File: src/rtl/btn_debounce_ctrl_pkg.sv
// Shared definitions for the pushbutton conditioner: per-channel FSM encoding
// and default synchronizer / debounce depths.
package btn_debounce_ctrl_pkg;

  typedef enum logic [1:0] {
    ST_IDLE         = 2'd0,
    ST_PRESS_WAIT   = 2'd1,
    ST_HELD         = 2'd2,
    ST_RELEASE_WAIT = 2'd3
  } db_state_e;

  localparam int DEF_SYNC_STAGES     = 2;
  localparam int DEF_DEBOUNCE_CYCLES = 4;

endpackage

File: src/rtl/btn_debounce_ctrl_ch.sv
// One debounce channel: synchronizer chain, press/release FSM with a stability
// counter, registered one-cycle press strobe and registered held level.
module debounce_ch
  import btn_debounce_ctrl_pkg::*;
#(
  parameter int SYNC_STAGES     = DEF_SYNC_STAGES,
  parameter int DEBOUNCE_CYCLES = DEF_DEBOUNCE_CYCLES,
  parameter int CNT_W           = $clog2(DEBOUNCE_CYCLES + 1)
) (
  input  logic clk,
  input  logic reset_n,
  input  logic i_raw_n,
  output logic o_strobe_n,
  output logic o_held_n
);

  localparam logic [CNT_W-1:0] LP_DONE = CNT_W'(DEBOUNCE_CYCLES);
  localparam logic [CNT_W-1:0] LP_ONE  = CNT_W'(1);

  logic [SYNC_STAGES-1:0] r_sync;
  db_state_e              r_state;
  logic [CNT_W-1:0]       r_cnt;
  logic                   r_strobe_n;
  logic                   r_held_n;

  db_state_e              w_nxt_state;
  logic [CNT_W-1:0]       w_nxt_cnt;
  logic [CNT_W-1:0]       w_cnt_inc;
  logic                   w_fire;
  logic                   w_s;

  assign w_s       = r_sync[SYNC_STAGES-1];
  assign w_cnt_inc = r_cnt + LP_ONE;

  always_ff @(posedge clk) begin
    if (!reset_n) begin
      r_sync     <= '1;
      r_state    <= ST_IDLE;
      r_cnt      <= '0;
      r_strobe_n <= 1'b1;
      r_held_n   <= 1'b1;
    end else begin
      r_sync     <= {r_sync[SYNC_STAGES-2:0], i_raw_n};
      r_state    <= w_nxt_state;
      r_cnt      <= w_nxt_cnt;
      r_strobe_n <= ~w_fire;
      // Held tracks the next state so it falls on the same edge as the strobe.
      r_held_n   <= ~((w_nxt_state == ST_HELD) || (w_nxt_state == ST_RELEASE_WAIT));
    end
  end

  always_comb begin
    w_nxt_state = r_state;
    w_nxt_cnt   = r_cnt;
    w_fire      = 1'b0;
    case (r_state)
      ST_IDLE: begin
        if (!w_s) begin
          w_nxt_state = ST_PRESS_WAIT;
          w_nxt_cnt   = LP_ONE;
        end else begin
          w_nxt_cnt   = '0;
        end
      end
      ST_PRESS_WAIT: begin
        if (w_s) begin
          w_nxt_state = ST_IDLE;
          w_nxt_cnt   = '0;
        end else if (w_cnt_inc == LP_DONE) begin
          w_nxt_state = ST_HELD;
          w_nxt_cnt   = '0;
          w_fire      = 1'b1;
        end else begin
          w_nxt_cnt   = w_cnt_inc;
        end
      end
      ST_HELD: begin
        if (w_s) begin
          w_nxt_state = ST_RELEASE_WAIT;
          w_nxt_cnt   = LP_ONE;
        end
      end
      ST_RELEASE_WAIT: begin
        if (!w_s) begin
          w_nxt_state = ST_HELD;
          w_nxt_cnt   = '0;
        end else if (w_cnt_inc == LP_DONE) begin
          w_nxt_state = ST_IDLE;
          w_nxt_cnt   = '0;
        end else begin
          w_nxt_cnt   = w_cnt_inc;
        end
      end
    endcase
  end

  assign o_strobe_n = r_strobe_n;
  assign o_held_n   = r_held_n;

endmodule

File: src/rtl/btn_debounce_ctrl.sv
// Two independent debounce channels feeding the set/reset flip-flop controls.
module btn_debounce_ctrl
  import btn_debounce_ctrl_pkg::*;
#(
  parameter int SYNC_STAGES     = DEF_SYNC_STAGES,
  parameter int DEBOUNCE_CYCLES = DEF_DEBOUNCE_CYCLES
) (
  input  logic clk,
  input  logic reset_n,
  input  logic btn_set_raw_n,
  input  logic btn_reset_raw_n,
  output logic ff_set_n,
  output logic ff_reset_n,
  output logic set_held_n,
  output logic reset_held_n
);

  localparam int CNT_W = $clog2(DEBOUNCE_CYCLES + 1);

  debounce_ch #(
    .SYNC_STAGES    (SYNC_STAGES),
    .DEBOUNCE_CYCLES(DEBOUNCE_CYCLES),
    .CNT_W          (CNT_W)
  ) u_set_ch (
    .clk       (clk),
    .reset_n   (reset_n),
    .i_raw_n   (btn_set_raw_n),
    .o_strobe_n(ff_set_n),
    .o_held_n  (set_held_n)
  );

  debounce_ch #(
    .SYNC_STAGES    (SYNC_STAGES),
    .DEBOUNCE_CYCLES(DEBOUNCE_CYCLES),
    .CNT_W          (CNT_W)
  ) u_reset_ch (
    .clk       (clk),
    .reset_n   (reset_n),
    .i_raw_n   (btn_reset_raw_n),
    .o_strobe_n(ff_reset_n),
    .o_held_n  (reset_held_n)
  );

endmodule

File: config.mk
export PLATFORM = sky130hd
export DESIGN_NAME = btn_debounce_ctrl
export DESIGN_NICKNAME = d
export VERILOG_FILES = /design/src/rtl/btn_debounce_ctrl_pkg.sv /design/src/rtl/btn_debounce_ctrl_ch.sv /design/src/rtl/btn_debounce_ctrl.sv
export SDC_FILE = /design/constraint.sdc
export NUM_CORES = 1
export LEC_CHECK = 0
export ABC_AREA = 1
export CORE_MARGIN = 3
export CORE_UTILIZATION = 52
export CTS_BUF_LIST = sky130_fd_sc_hd__clkbuf_16
export CTS_CLUSTER_DIAMETER = 200
export DETAILED_ROUTE_END_ITERATION = 6
export GPL_TIMING_DRIVEN = 0
export PLACE_DENSITY = 0.74
export SETUP_SLACK_MARGIN = 0.1
export SLEW_MARGIN = 20
export SYNTH_ARGS = -nofsm -noshare
export SYNTH_HDL_FRONTEND = slang
export SYNTH_SLANG_ARGS = --single-unit
File: constraint.sdc
create_clock -name clk -period 1.47 [get_ports clk]
set_input_delay 0.294 -clock clk [delete_from_list [all_inputs] [get_ports clk]]
set_output_delay 0.294 -clock clk [all_outputs]
set_load 0.05 [all_outputs]
==> results.cfg, run 1 <==
[floorplanning]
die_w_um = 44.0
core_um2 = 1330
die_h_um = 44.0
initial_core_util = 0.562
ios = 8
die_area_um2 = 1930
fp-row-count = 13

[worst_setup_path]
startpoint_type = flip-flop
reg2reg_depth = 7
end_kind = output port
reg2reg_to = u_set_ch.o_strobe_n$_SDFF_PN1_
timing.rr.start = u_set_ch.r_cnt[0]$_SDFFE_PN0P_
ff2ff_setup_slack_ns = 0.31
crit_path_max_incr_delay_ns = 0.51
critical_path.top_delay_family = buffers and inverters
cpMaxStageDelayCell = dlygate4sd2_1
crit_cells = 1
endpoint = set_held_n
critPathMaxFanout = 1
worstPathCellList = dlygate4sd2_1
cp_num_buf_inv = 1
critical_path_arrival_ns = 1.06
path_class = flip-flop to output port
worstPathRequired_ns = 1.18
crit_start = u_set_ch.o_held_n$_SDFF_PN1_

[final_layout]
drive_above_1_share = 0.157
area_delta_synth_final_pct = 20.4
antennaDiodeCount = 0
nets = 118
layout_common_cells = nand2_1, dfxtp_1, inv_1
final_common_cell = nand2_1
final_cell_area_um2 = 902

[yosys]
synth_top_family_by_area = simple AND/OR/NAND/NOR gates
seq_area_frac_synth = 0.481
synth_compound_area_frac = 0.0401
synthAdderAreaFrac = 0.0668
yosysWarnings = 0
synthesis.area_um2 = 749
synth-simple-area-share = 0.317
synth_seq_cells = 18
synth-xor-area-share = 0
syn-num-nets = 107
ys_types = 16
avgSynthCellArea_um2 = 7.57
synthMuxAreaShare = 0
synth_cells = 99

[power]
ir_drop_mv = 0.938
power_leakage_nw = 0.446
power_switching_uw = 190
p_sw_frac = 0.179
p_comb_frac = 0.030
power_frac_seq = 0.475
powerDensity_nw_per_um2 = 1170
intPower_uw = 869
p_clk_frac = 0.495

[sta]
clock-skew-final_ns = 0.000708
slew_viol_final = 0
setup-violations-final = 0
hold_viol_final = 0
maxSlewHeadroom = 0.681
setup_slack_ns = 0.118
rsz0062_at_grt = no
fin_tns_setup_ns = 0
min_period_ns = 1.35
fmax_mhz = 740
layout_worst_path_cycle_share = 0.920
tightest_slew_ns = 0.481

[run_status]
outcome = completed

[global_route]
grt-ovfl-total = 0
grt_pass1_wl_mm = 2.09
grt_pass1_vias = 497
grt_usage = 0.154
grt_start_max_net_pins = 11
antenna_found_initial = 0

[clock_network]
clock_path_buffers = 2
h-tree-depth = 1
cts-root-buf = clkbuf_16
cts_buffers = 3
cts_setup_buffers = 0
holdBufCountCts = 0
cts_resized = 4
worstSkewPairLatency_ns = 0.25
cts_tree = built
numClockSinks = 18
path_clk_slew_ns = 0.05

[placed_design]
placed_area_um2 = 828
post-place-ws_ns = 0.0885
gp_congestion = 0.820
portBuffers = 6
dp_hpwl_um = 901

[run]
cap_violations = 0

[drt]
vias_per_cell = 4.98
routed_wl_mm = 1.25
initialDrtViolationCount = 18
first_pass_iters = 4
route.detailed.drc = 0
dr_total_vias = 612
postRouteAntennaNets = 0
wire_per_inst_um = 10.1

[worst_hold_path]
worstHoldPathType = primary input to flip-flop
[layout make-up]
cell class                      instances  area, µm²
Fill cell                             120        432
Sequential cell                        18        360
Multi-Input combinational cell         63        318
Clock buffer                            3       75.1
Inverter                               17       63.8
Timing Repair Buffer                    6       58.8
Tap cell                               15       18.8
Buffer                                  1       7.51
[state kept, by name (all words and copies together), names as in the netlist, 2 cells and up]
name,flops
u_reset_ch.r_cnt,3
u_set_ch.r_sync,2
u_set_ch.r_cnt,3
u_set_ch.r_state,2
u_reset_ch.r_state,2
u_reset_ch.r_sync,2
[power by group through the flow]
stage | Combinational, mW | Clock (mW) | Sequential, mW
6_report | 0.0315 | 0.524 | 0.503
2_1_floorplan | 0.0216 | 0 | 0.511
5_1_grt | 0.0360 | 0.559 | 0.503
3_5_place_dp | 0.0316 | 0 | 0.512
3_3_place_gp | 0.0308 | 0 | 0.512
4_1_cts | 0.0320 | 0.536 | 0.503
[Yosys cell counts]
master | count | area [µm²]
nand4_1 | 2 | 12.5
dfxtp_1 | 18 | 360
nand3_1 | 8 | 40.0
or2_2 | 4 | 25.0
nand2_1 | 27 | 101
nand2_2 | 3 | 18.8
nor3_1 | 1 | 5.00
nor2_2 | 2 | 12.5
o21ai_1 | 1 | 5.00
buf_4 | 1 | 7.51
a21oi_1 | 4 | 20.0
o21ai_0 | 1 | 5.00
ha_1 | 4 | 50.1
inv_2 | 4 | 15.0
inv_1 | 13 | 48.8
nor2_1 | 6 | 22.5
[logic make-up (layout without fill, tap and decap cells)]
logic type,after synthesis,after routing
adder cells (fa/ha/maj),4,4
buffers and inverters,18,27
AO/OA/AOI/OAI,6,6
AND/OR/NAND/NOR,53,53
flip-flops,18,18
[metal layers]
layer | wire length [µm] | part of all wire | global-route usage
met2 | 532 | 0.43 | 0.221
met4 | 37 | 0.030 | 0.108
met3 | 71 | 0.057 | 0.0498
met5 | 0 | 0 | 0
met1 | 606 | 0.49 | 0.194
[per-stage QoR]
stage	std cells	util	hold slack [ns]	power, mW
final	123	0.676	0.319	1.06
after global routing	123	0.676	0.322	1.10
after CTS	123	0.674	0.316	1.07
after detailed placement	120	0.621	0.407	0.544
after global placement	120	0.621	0.394	0.543
after floorplan	99	-	0.393	0.533
[how the worst min path moves through the flow]
stage | from | to | depth (start not counted)
after floorplan | u_reset_ch.r_sync[0]$_SDFF_PN1_ | u_reset_ch.r_sync[1]$_SDFF_PN1_ | 1
after global placement | u_set_ch.r_sync[0]$_SDFF_PN1_ | u_set_ch.r_sync[1]$_SDFF_PN1_ | 1
after detailed placement | u_reset_ch.r_sync[0]$_SDFF_PN1_ | u_reset_ch.r_sync[1]$_SDFF_PN1_ | 1
after CTS | reset_n | u_set_ch.o_held_n$_SDFF_PN1_ | 2
after global routing | reset_n | u_set_ch.o_held_n$_SDFF_PN1_ | 2
final | reset_n | u_set_ch.o_held_n$_SDFF_PN1_ | 2
Power figures use the tool's default switching activity.
==> run 2, diff against run 1 <==
--- a/config.mk
+++ b/config.mk
@@ -10,6 +10,7 @@
 export CORE_UTILIZATION = 52
 export CTS_BUF_LIST = sky130_fd_sc_hd__clkbuf_16
 export CTS_CLUSTER_DIAMETER = 200
+export CTS_CLUSTER_SIZE = 24
 export DETAILED_ROUTE_END_ITERATION = 6
 export GPL_TIMING_DRIVEN = 0
 export PLACE_DENSITY = 0.74
==> results of run 2 <==
Same layout as run 1: the final DEF is identical, and so are final timing and power.
